## config.mk

```make
export PLATFORM = sky130hd
export DESIGN_NAME = uart_frame_ctrl_flat
export DESIGN_NICKNAME = d
export VERILOG_FILES = /design/src/rtl/uart_frame_ctrl_if.sv /design/src/rtl/uart_frame_ctrl.sv /design/src/flat_wrapper.sv
export SDC_FILE = /design/constraint.sdc
export NUM_CORES = 1
export LEC_CHECK = 0
export BUFFER_PORTS_ARGS = -buffer_cell sky130_fd_sc_hd__buf_2
export CORE_MARGIN = 5
export CORE_UTILIZATION = 52
export CTS_BUF_LIST = sky130_fd_sc_hd__clkbuf_8
export CTS_CLUSTER_DIAMETER = 120
export DETAILED_ROUTE_END_ITERATION = 8
export PLACE_DENSITY = 0.74
export RECOVER_POWER = 50
export SLEW_MARGIN = 20
export SYNTH_ARGS = -nofsm -noshare
export SYNTH_HDL_FRONTEND = slang
export SYNTH_SLANG_ARGS = --single-unit
```

## constraint.sdc

```tcl
create_clock -name clk -period 2.2 [get_ports clk]
set_input_delay 0.55 -clock clk [delete_from_list [all_inputs] [get_ports clk]]
set_output_delay 0.55 -clock clk [all_outputs]
set_load 0.02 [all_outputs]
```

## src/rtl/uart_frame_ctrl_if.sv

```systemverilog
// Bundle between the UART frame sequencer and its neighbours: the byte
// receiver handshake, the frame buffer write port and the consumer side.
// master: the sequencer; slave: receiver/buffer/consumer environment.
interface uart_frame_ctrl_if #(
  parameter int ADDR_W = 6
);
  logic [7:0]        rx_data;
  logic              rx_available;
  logic              rx_clear;
  logic              wr_en;
  logic [ADDR_W-1:0] wr_addr;
  logic [7:0]        wr_data;
  logic              frame_done;
  logic [7:0]        frame_len;
  logic              frame_ack;
  logic              frame_err;
  logic [1:0]        err_code;
  logic [7:0]        drop_cnt;
  logic              busy;

  modport master (
    input  rx_data, rx_available, frame_ack,
    output rx_clear, wr_en, wr_addr, wr_data, frame_done, frame_len,
           frame_err, err_code, drop_cnt, busy
  );

  modport slave (
    output rx_data, rx_available, frame_ack,
    input  rx_clear, wr_en, wr_addr, wr_data, frame_done, frame_len,
           frame_err, err_code, drop_cnt, busy
  );
endinterface

```

## src/rtl/uart_frame_ctrl.sv

```systemverilog
// UART frame sequencer: drains the byte receiver, parses SYNC/LEN/payload/
// checksum frames, writes payload to the frame buffer and reports done/error.
// Optional feature macro: UART_FRAME_TIMEOUT_EN enables the inter-byte
// timeout (err_code 3); without it a partial frame waits indefinitely.
module uart_frame_ctrl #(
  parameter logic [7:0] SYNC_BYTE      = 8'hA5,
  parameter int         MAX_LEN        = 64,
  parameter int         ADDR_W         = 6,
  parameter int         TIMEOUT_CYCLES = 27000
) (
  input  logic              clk,
  input  logic              rst_n,
  uart_frame_ctrl_if.master bus
);

  typedef enum logic [2:0] {S_SYNC, S_LEN, S_PAY, S_CHK, S_HOLD} state_t;

  localparam logic [7:0] MAX_LEN_B = 8'(MAX_LEN);

  state_t            state_q, state_d;
  logic [7:0]        len_q, len_d;
  logic [7:0]        sum_q, sum_d;
  logic [7:0]        idx_q, idx_d;
  logic              rx_clear_q;
  logic              wr_en_q, wr_en_d;
  logic [ADDR_W-1:0] wr_addr_q, wr_addr_d;
  logic [7:0]        wr_data_q, wr_data_d;
  logic              done_q, done_d;
  logic [7:0]        frame_len_q, frame_len_d;
  logic              err_q, err_d;
  logic [1:0]        err_code_q, err_code_d;
  logic [7:0]        drop_q, drop_d;
  logic              busy_q;
  logic              consume;

  // While rx_clear is high the receiver has not yet dropped its flag.
  assign consume = bus.rx_available && !rx_clear_q;

`ifdef UART_FRAME_TIMEOUT_EN
  localparam int TMO_W = $clog2(TIMEOUT_CYCLES + 1);
  logic [TMO_W-1:0] tmo_q, tmo_d;
  logic             tmo_hit;
  assign tmo_hit = (tmo_q == TMO_W'(TIMEOUT_CYCLES - 1));
`else
  logic unused_tmo_cfg;
  assign unused_tmo_cfg = ^TIMEOUT_CYCLES;
`endif

  // Next-state and next-output decode; all outputs are registered below.
  always_comb begin
    state_d     = state_q;
    len_d       = len_q;
    sum_d       = sum_q;
    idx_d       = idx_q;
    wr_en_d     = 1'b0;
    wr_addr_d   = wr_addr_q;
    wr_data_d   = wr_data_q;
    done_d      = 1'b0;
    frame_len_d = frame_len_q;
    err_d       = 1'b0;
    err_code_d  = err_code_q;
    drop_d      = drop_q;

    unique case (state_q)
      S_SYNC: begin
        if (consume && bus.rx_data == SYNC_BYTE) state_d = S_LEN;
      end
      S_LEN: begin
        if (consume) begin
          if (bus.rx_data == 8'd0 || bus.rx_data > MAX_LEN_B) begin
            err_d      = 1'b1;
            err_code_d = 2'd2;
            state_d    = S_SYNC;
          end else begin
            len_d   = bus.rx_data;
            sum_d   = bus.rx_data;
            idx_d   = 8'd0;
            state_d = S_PAY;
          end
        end
      end
      S_PAY: begin
        if (consume) begin
          wr_en_d   = 1'b1;
          wr_addr_d = idx_q[ADDR_W-1:0];
          wr_data_d = bus.rx_data;
          sum_d     = sum_q + bus.rx_data;
          idx_d     = idx_q + 8'd1;
          if (idx_q == len_q - 8'd1) state_d = S_CHK;
        end
      end
      S_CHK: begin
        if (consume) begin
          if (bus.rx_data == sum_q) begin
            done_d      = 1'b1;
            frame_len_d = len_q;
            state_d     = S_HOLD;
          end else begin
            err_d      = 1'b1;
            err_code_d = 2'd1;
            state_d    = S_SYNC;
          end
        end
      end
      S_HOLD: begin
        // An ack releases the buffer; a byte arriving on that edge is not counted.
        if (bus.frame_ack) begin
          drop_d  = 8'd0;
          state_d = S_SYNC;
        end else if (consume && drop_q != 8'hFF) begin
          drop_d = drop_q + 8'd1;
        end
      end
      default: state_d = S_SYNC;
    endcase

`ifdef UART_FRAME_TIMEOUT_EN
    // A consume on the timeout edge wins: the counter restarts instead.
    tmo_d = '0;
    if ((state_q == S_LEN || state_q == S_PAY || state_q == S_CHK) && !consume) begin
      if (tmo_hit) begin
        err_d      = 1'b1;
        err_code_d = 2'd3;
        state_d    = S_SYNC;
      end else begin
        tmo_d = tmo_q + 1'b1;
      end
    end
`endif
  end

  // State register and registered outputs.
  always_ff @(posedge clk or negedge rst_n) begin
    if (!rst_n) begin
      state_q     <= S_SYNC;
      len_q       <= '0;
      sum_q       <= '0;
      idx_q       <= '0;
      rx_clear_q  <= 1'b0;
      wr_en_q     <= 1'b0;
      wr_addr_q   <= '0;
      wr_data_q   <= '0;
      done_q      <= 1'b0;
      frame_len_q <= '0;
      err_q       <= 1'b0;
      err_code_q  <= '0;
      drop_q      <= '0;
      busy_q      <= 1'b0;
`ifdef UART_FRAME_TIMEOUT_EN
      tmo_q       <= '0;
`endif
    end else begin
      state_q     <= state_d;
      len_q       <= len_d;
      sum_q       <= sum_d;
      idx_q       <= idx_d;
      rx_clear_q  <= consume;
      wr_en_q     <= wr_en_d;
      wr_addr_q   <= wr_addr_d;
      wr_data_q   <= wr_data_d;
      done_q      <= done_d;
      frame_len_q <= frame_len_d;
      err_q       <= err_d;
      err_code_q  <= err_code_d;
      drop_q      <= drop_d;
      busy_q      <= (state_d != S_SYNC);
`ifdef UART_FRAME_TIMEOUT_EN
      tmo_q       <= tmo_d;
`endif
    end
  end

  assign bus.rx_clear   = rx_clear_q;
  assign bus.wr_en      = wr_en_q;
  assign bus.wr_addr    = wr_addr_q;
  assign bus.wr_data    = wr_data_q;
  assign bus.frame_done = done_q;
  assign bus.frame_len  = frame_len_q;
  assign bus.frame_err  = err_q;
  assign bus.err_code   = err_code_q;
  assign bus.drop_cnt   = drop_q;
  assign bus.busy       = busy_q;

endmodule

```

## src/flat_wrapper.sv

```systemverilog
// flat-port wrapper written by rule: the top's interface ports become plain ports
module uart_frame_ctrl_flat 
#(
  parameter logic [7:0] SYNC_BYTE      = 8'hA5,
  parameter int         MAX_LEN        = 64,
  parameter int         ADDR_W         = 6,
  parameter int         TIMEOUT_CYCLES = 27000
)
  (clk, rst_n, bus_rx_data, bus_rx_available, bus_frame_ack, bus_rx_clear, bus_wr_en, bus_wr_addr, bus_wr_data, bus_frame_done, bus_frame_len, bus_frame_err, bus_err_code, bus_drop_cnt, bus_busy);
  uart_frame_ctrl_if #(.ADDR_W(ADDR_W)) bus_i ();
  input  logic clk;
  input  logic rst_n;
  input wire logic [$bits(bus_i.rx_data)-1:0] bus_rx_data;
  input wire logic [$bits(bus_i.rx_available)-1:0] bus_rx_available;
  input wire logic [$bits(bus_i.frame_ack)-1:0] bus_frame_ack;
  output wire logic [$bits(bus_i.rx_clear)-1:0] bus_rx_clear;
  output wire logic [$bits(bus_i.wr_en)-1:0] bus_wr_en;
  output wire logic [$bits(bus_i.wr_addr)-1:0] bus_wr_addr;
  output wire logic [$bits(bus_i.wr_data)-1:0] bus_wr_data;
  output wire logic [$bits(bus_i.frame_done)-1:0] bus_frame_done;
  output wire logic [$bits(bus_i.frame_len)-1:0] bus_frame_len;
  output wire logic [$bits(bus_i.frame_err)-1:0] bus_frame_err;
  output wire logic [$bits(bus_i.err_code)-1:0] bus_err_code;
  output wire logic [$bits(bus_i.drop_cnt)-1:0] bus_drop_cnt;
  output wire logic [$bits(bus_i.busy)-1:0] bus_busy;
  assign bus_i.rx_data = bus_rx_data;
  assign bus_i.rx_available = bus_rx_available;
  assign bus_i.frame_ack = bus_frame_ack;
  assign bus_rx_clear = bus_i.rx_clear;
  assign bus_wr_en = bus_i.wr_en;
  assign bus_wr_addr = bus_i.wr_addr;
  assign bus_wr_data = bus_i.wr_data;
  assign bus_frame_done = bus_i.frame_done;
  assign bus_frame_len = bus_i.frame_len;
  assign bus_frame_err = bus_i.frame_err;
  assign bus_err_code = bus_i.err_code;
  assign bus_drop_cnt = bus_i.drop_cnt;
  assign bus_busy = bus_i.busy;
  uart_frame_ctrl #(.SYNC_BYTE(SYNC_BYTE), .MAX_LEN(MAX_LEN), .ADDR_W(ADDR_W), .TIMEOUT_CYCLES(TIMEOUT_CYCLES)) u_core (.clk(clk), .rst_n(rst_n), .bus(bus_i));
endmodule
```

======== Word-level counts from Yosys, hierarchy flattened ========
Cells that the tools add are included.
cells by class
  mux-type cells .......................... 34
  add/sub/neg operators ................... 4
  bitwise operators ....................... 1
  $lt $le $gt $ge ......................... 1
  equal/unequal tests ..................... 14
  reduce and logical (&&, ||, !) cells .... 17
operator list
  operator               count
  $mux W8                8
  $pmux W8 S2            2
  $mux W3                7
  $add A8 B1 Y8 const B  2
  $eq A8 B8 Y1           2
  $pmux W3 S5            1
  $mux W2                5
  $mux W1                9
  $add A8 B8 Y8          1
  $eq A8 B8 Y1 const B   1
  $gt A8 B7 Y1 const B   1
  $logic_not A8 Y1       1
  $ne A2 B1 Y1 const B   4
  $ne A8 B8 Y1 const B   1
  $sub A8 B1 Y8 const B  1
  $eq A3 B2 Y1 const B   2
  $reduce_and A3 Y1      2
  $reduce_bool A2 Y1     3
  $reduce_and A5 Y1      1
  $ne A2 B2 Y1 const B   2
  $pmux W2 S2            1
  $reduce_and A2 Y1      2
  $reduce_and A4 Y1      1
  $eq A3 B1 Y1 const B   1
  8 further kinds        10
word-level totals
  register bits ........................... 64
  output and inout port bits .............. 37
  bits of input ports ..................... 12
  logic and storage cells ................. 85

======== Longest topological paths before layout ========
  depth in word-level cells ............... 6
  mapped depth ............................ 8
  depth with buffers taken out ............ 8

======== Worst setup path before layout ========
No wires, ideal clock.
  path kind ............................... input -> register
  start point ............................. in bus_rx_data[3]
  end point ............................... reg u_core.sum_q[7]
  path buffers ............................ 0
  slack ................................... 0.054 ns
  stages on the path ...................... 6
  data arrival time ....................... 2.036 ns
  library setup time ...................... 0.110 ns
  required time ........................... 2.090 ns
  path through ............................ ha_1 -> and3_1 -> a221o_1 -> a2111oi_2 -> o311ai_1 -> o41ai_1
on the way
  word-level cells in the longest chain between the ends .. 4
  elaborated cells between the ends (all ways) .. 8
  those cells by class .................... add/sub (1); order compare (1); eq/ne (1); mux (2); reduce/logical (3)
ends and longest elaborated chain
  item                                                     line                    text
  start: declaration                                       flat_wrapper.sv:13      input wire logic [$bits(bus_i.rx_data)-1:0] bus_rx_data;
  $gt A8 B7 Y1 / $logic_not A8 Y1 (equally long branches)  uart_frame_ctrl.sv:70   if (bus.rx_data == 8'd0 || bus.rx_data > MAX_LEN_B) begin
  $logic_or A1 B1 Y1                                       uart_frame_ctrl.sv:70
  $ne A2 B2 Y1 (no source line)                            n/a
  $reduce_and A4 Y1 (no source line)                       n/a
  end signal: assignment                                   uart_frame_ctrl.sv:155  sum_q <= sum_d;
  end: declaration                                         uart_frame_ctrl.sv:22   logic [7:0] sum_q, sum_d;
Parallel ways exist; a longest one is shown, timed or not. The select of a mux whose other input is x is not followed.
A chain may end at the register's enable or synchronous reset.

======== Final worst setup path ========
  start point ............................. reg u_core.sum_q[3]
  end point ............................... reg u_core.sum_q[7]
on the way
  word-level cells in the longest chain between the ends .. 3
ends and longest elaborated chain
  item           line                   text
  $add A8 B8 Y8  uart_frame_ctrl.sv:87  sum_d = sum_q + bus.rx_data;
  $mux W8        uart_frame_ctrl.sv:83  if (consume) begin
  $pmux W8 S2    uart_frame_ctrl.sv:64  unique case (state_q)
No other way between the ends. The select of a mux whose other input is x is not followed.

==> flow_metrics.env <==
export IMPL_status="finished, final reports clean"
export IMPL_synthTopCellsByArea="dfrtp_1 (47%), nand2_1 (7.8%), xnor2_1 (4.1%)"
export IMPL_power_w=0.00349
export IMPL_fin_crit_sh_pct=92.2
export IMPL_fillCellCount=563
export IMPL_die_area_sq_mm=0.00823
export IMPL_crit_type="reg -> reg"
export IMPL_ys_seq_elements=64
export IMPL_setup_viol=0
export IMPL_synth_top_family_by_area="simple AND/OR/NAND/NOR gates"
export IMPL_avgSynthCellArea_sq_um=9.79
export IMPL_timing_fmax_ghz=0.493
export IMPL_synth_edff_count=0
export IMPL_yosys_warnings=0
export IMPL_power_density_mw_per_mm2=867
export IMPL_slew_headroom_pct=22.1
export IMPL_grt_max_degree=44
export IMPL_routed_via_density=5.77
export IMPL_hold_viol=0
export IMPL_fin_hold_ws_ns=0.431
export IMPL_insertion_delay_ns=0.33
export IMPL_nets=445
export IMPL_grt_pass1_vias=2851
export IMPL_cts_root_buf="clkbuf_8"
export IMPL_cts_tree="done"
export IMPL_drv_slew=0
export IMPL_gp_congestion=0.861
export IMPL_synth_simple_area_share_pct=22.1
export IMPL_clock_sinks=64
export IMPL_core_area_sq_mm=0.00635
export IMPL_skew_ns=0.00861
export IMPL_syn_num_nets=369
export IMPL_drive_gt1_share_pct=24.3
export IMPL_netlist_top_cells_count="nand2_1 (70), dfrtp_1 (64), o21ai_0 (18)"
export IMPL_synth_compound_area_share_pct=13.6
export IMPL_dp_cells=488
export IMPL_slowest_delay_ns=0.40
export IMPL_synth_top_area_cell="dfrtp_1"
export IMPL_start_util_pct=53.3
export IMPL_min_period_ns=2.03
export IMPL_synth_fa_ha_area_share_pct=4.29
export IMPL_drc=0
export IMPL_crit_path_end_kind="flip-flop"
export IMPL_crit_slowest_cell="dfrtp_1"
export IMPL_portBuffers=48
export IMPL_antenna_found_initial=0
export IMPL_die_y_microns=90.7
export IMPL_netlist_area_sq_mm=0.00339
export IMPL_muxShareOfSynthArea_pct=4.03
export IMPL_route_final_wire_length_microns=8170
export IMPL_area_growth_pct=18.8
export IMPL_start_kind="flip-flop"
export IMPL_ys_types=59
export IMPL_critPathArrivalTime_ns=2.24
export IMPL_boundaryPins=49
export IMPL_numCtsBuffers=9
export IMPL_num_vias=2883
export IMPL_instances_no_fill=500
export IMPL_ir_drop_mv=0.601
export IMPL_drv_cap=0
export IMPL_critPathTopFamily="compound AO/OA/AOI/OAI gates"
export IMPL_yosysTopAreaCellShare_pct=47.3
export IMPL_synth_async_reset_ratio_pct=100
export IMPL_synth_xor_area_share_pct=5.43
export IMPL_std_cell_rows=29
export IMPL_avgRoutedWirePerCell_microns=16.3
export IMPL_worst_slew_pin_slew_ns=1.17
export IMPL_netlist_instances=346
export IMPL_cp_required_ns=2.42
export IMPL_leakagePower_nw=1.99
export IMPL_hpwlAfterDp_microns=6080
export IMPL_dr_pass1_iters=4
export IMPL_grt_first_pass_wirelength_microns=13600
export IMPL_fp_dieW_microns=90.7
export IMPL_yosysMostFrequentCell="nand2_1"
export IMPL_rsz0062_at_grt="false"
export IMPL_track_usage_pct=20.5
export IMPL_crit_fanout=4
export IMPL_crit_chain="ha_1 -> and3_1 -> a221o_1 -> a2111oi_2 -> o311ai_1 -> o41ai_1"
export IMPL_fin_util_pct=63.3
export IMPL_gr_total_overflow=0
export IMPL_cp_num_buf_inv=0
export IMPL_ys_flop_type="dfrtp_1"
export IMPL_yosysSeqAreaShare_pct=47.3
export IMPL_num_antenna_cells=0
export IMPL_worstHoldPathType="in -> async"
export IMPL_clk_transition_reported_paths_ns=0.07
export IMPL_cts_max_level=3
export IMPL_drt_iter0_markers=196
export IMPL_clockBufferDepth=2
export IMPL_ant_nets=0
-- repair_timing --
| action | in CTS | in global routing |
|---|---|---|
| hold buffers | 0 | 0 |
| resized for setup | 0 | 1 |
| setup buffers | 0 | 0 |
| endpoints found under the setup margin | 0 | 1 |
-- where the power goes --
| part | internal [W] | total [W] | switching [W] |
|---|---|---|---|
| combinational | 0.000532 | 0.00115 | 0.000615 |
| sequential | 0.00135 | 0.00151 | 0.000156 |
| clock | 0.000411 | 0.000833 | 0.000422 |
-- cells in the final DEF, fill, tap and decap left out, drive strengths merged, types with 4 or more instances in the layout --
master   n
nand2   70
dfrtp   64
buf     58
clkbuf  29
o21ai   18
xnor2   16
nor2    13
inv     13
a21oi   12
nor3    12
mux2    10
ha      10
nand4    9
nand3    8
and2     6
nor4     5
xor2     5
or3      4
o21a     4
a21o     4
o221a    4
nand2b   4
-- path summary, 6_finish.rpt --
path | endpoint | slack (ns) | cells after the start | from
min | u_core.bus.drop_cnt[2] | 0.43 | 1 | rst_n
max reg2reg | u_core.sum_q[7] | 0.17 | 6 | u_core.sum_q[3]
min in group clk | u_core.bus.wr_data[7] | 0.47 | 2 | u_core.bus.wr_data[7]
max | u_core.sum_q[7] | 0.17 | 6 | u_core.sum_q[3]
min reg2reg | u_core.bus.wr_data[7] | 0.47 | 2 | u_core.bus.wr_data[7]
max in group asynchronous | u_core.sum_q[7] | 0.48 | 2 | rst_n
-- state kept, by name (all words and copies together) (netlist names), 2 cells and up --
signal	cells
u_core.bus.drop_cnt	8
u_core.bus.frame_len	8
u_core.bus.wr_data	8
u_core.idx_q	8
u_core.len_q	8
u_core.sum_q	8
u_core.bus.wr_addr	6
u_core.state_q	3
u_core.bus.err_code	2
-- per-layer routing --
metal | share of wire (%) | GRT usage (%)
met1 | 42 | 25.0
met4 | 2.3 | 9.55
met3 | 4.9 | 5.17
met2 | 51 | 33.7
met5 | 0 | 0
-- per-stage QoR --
stage | setup WS (ns) | TNS, ns | cell area [sq um]
6_report | 0.171 | 0 | 4020
5_1_grt | 0.0181 | 0 | 4020
4_1_cts | 0.171 | 0 | 4050
3_5_place_dp | -0.0866 | -0.446 | 3910
3_3_place_gp | -0.0466 | -0.336 | 3910
2_1_floorplan | 0.0538 | 0 | 3390
-- layout make-up --
class	instances	area (sq um)	share of cell area (%)
flip-flops and latches	64	1600	39.8
repair buffers	77	448	11.1
clock buffers	10	138	3.42
clock inverters	2	10.0	0.249
well taps	77	96.3	2.40
inverters	13	48.8	1.21
multi-input cells	257	1680	41.8
-- cells by family (layout without fill, tap and decap cells) --
family / count (synthesis) / in the layout
AND/OR/NAND/NOR: 147 / 147
adder cells (fa/ha/maj): 11 / 11
AO/OA/AOI/OAI: 66 / 66
multiplexers: 12 / 12
buffers and inverters: 25 / 102
XOR/XNOR: 21 / 21
flip-flops: 64 / 64
(Power assumes the default switching activity.)
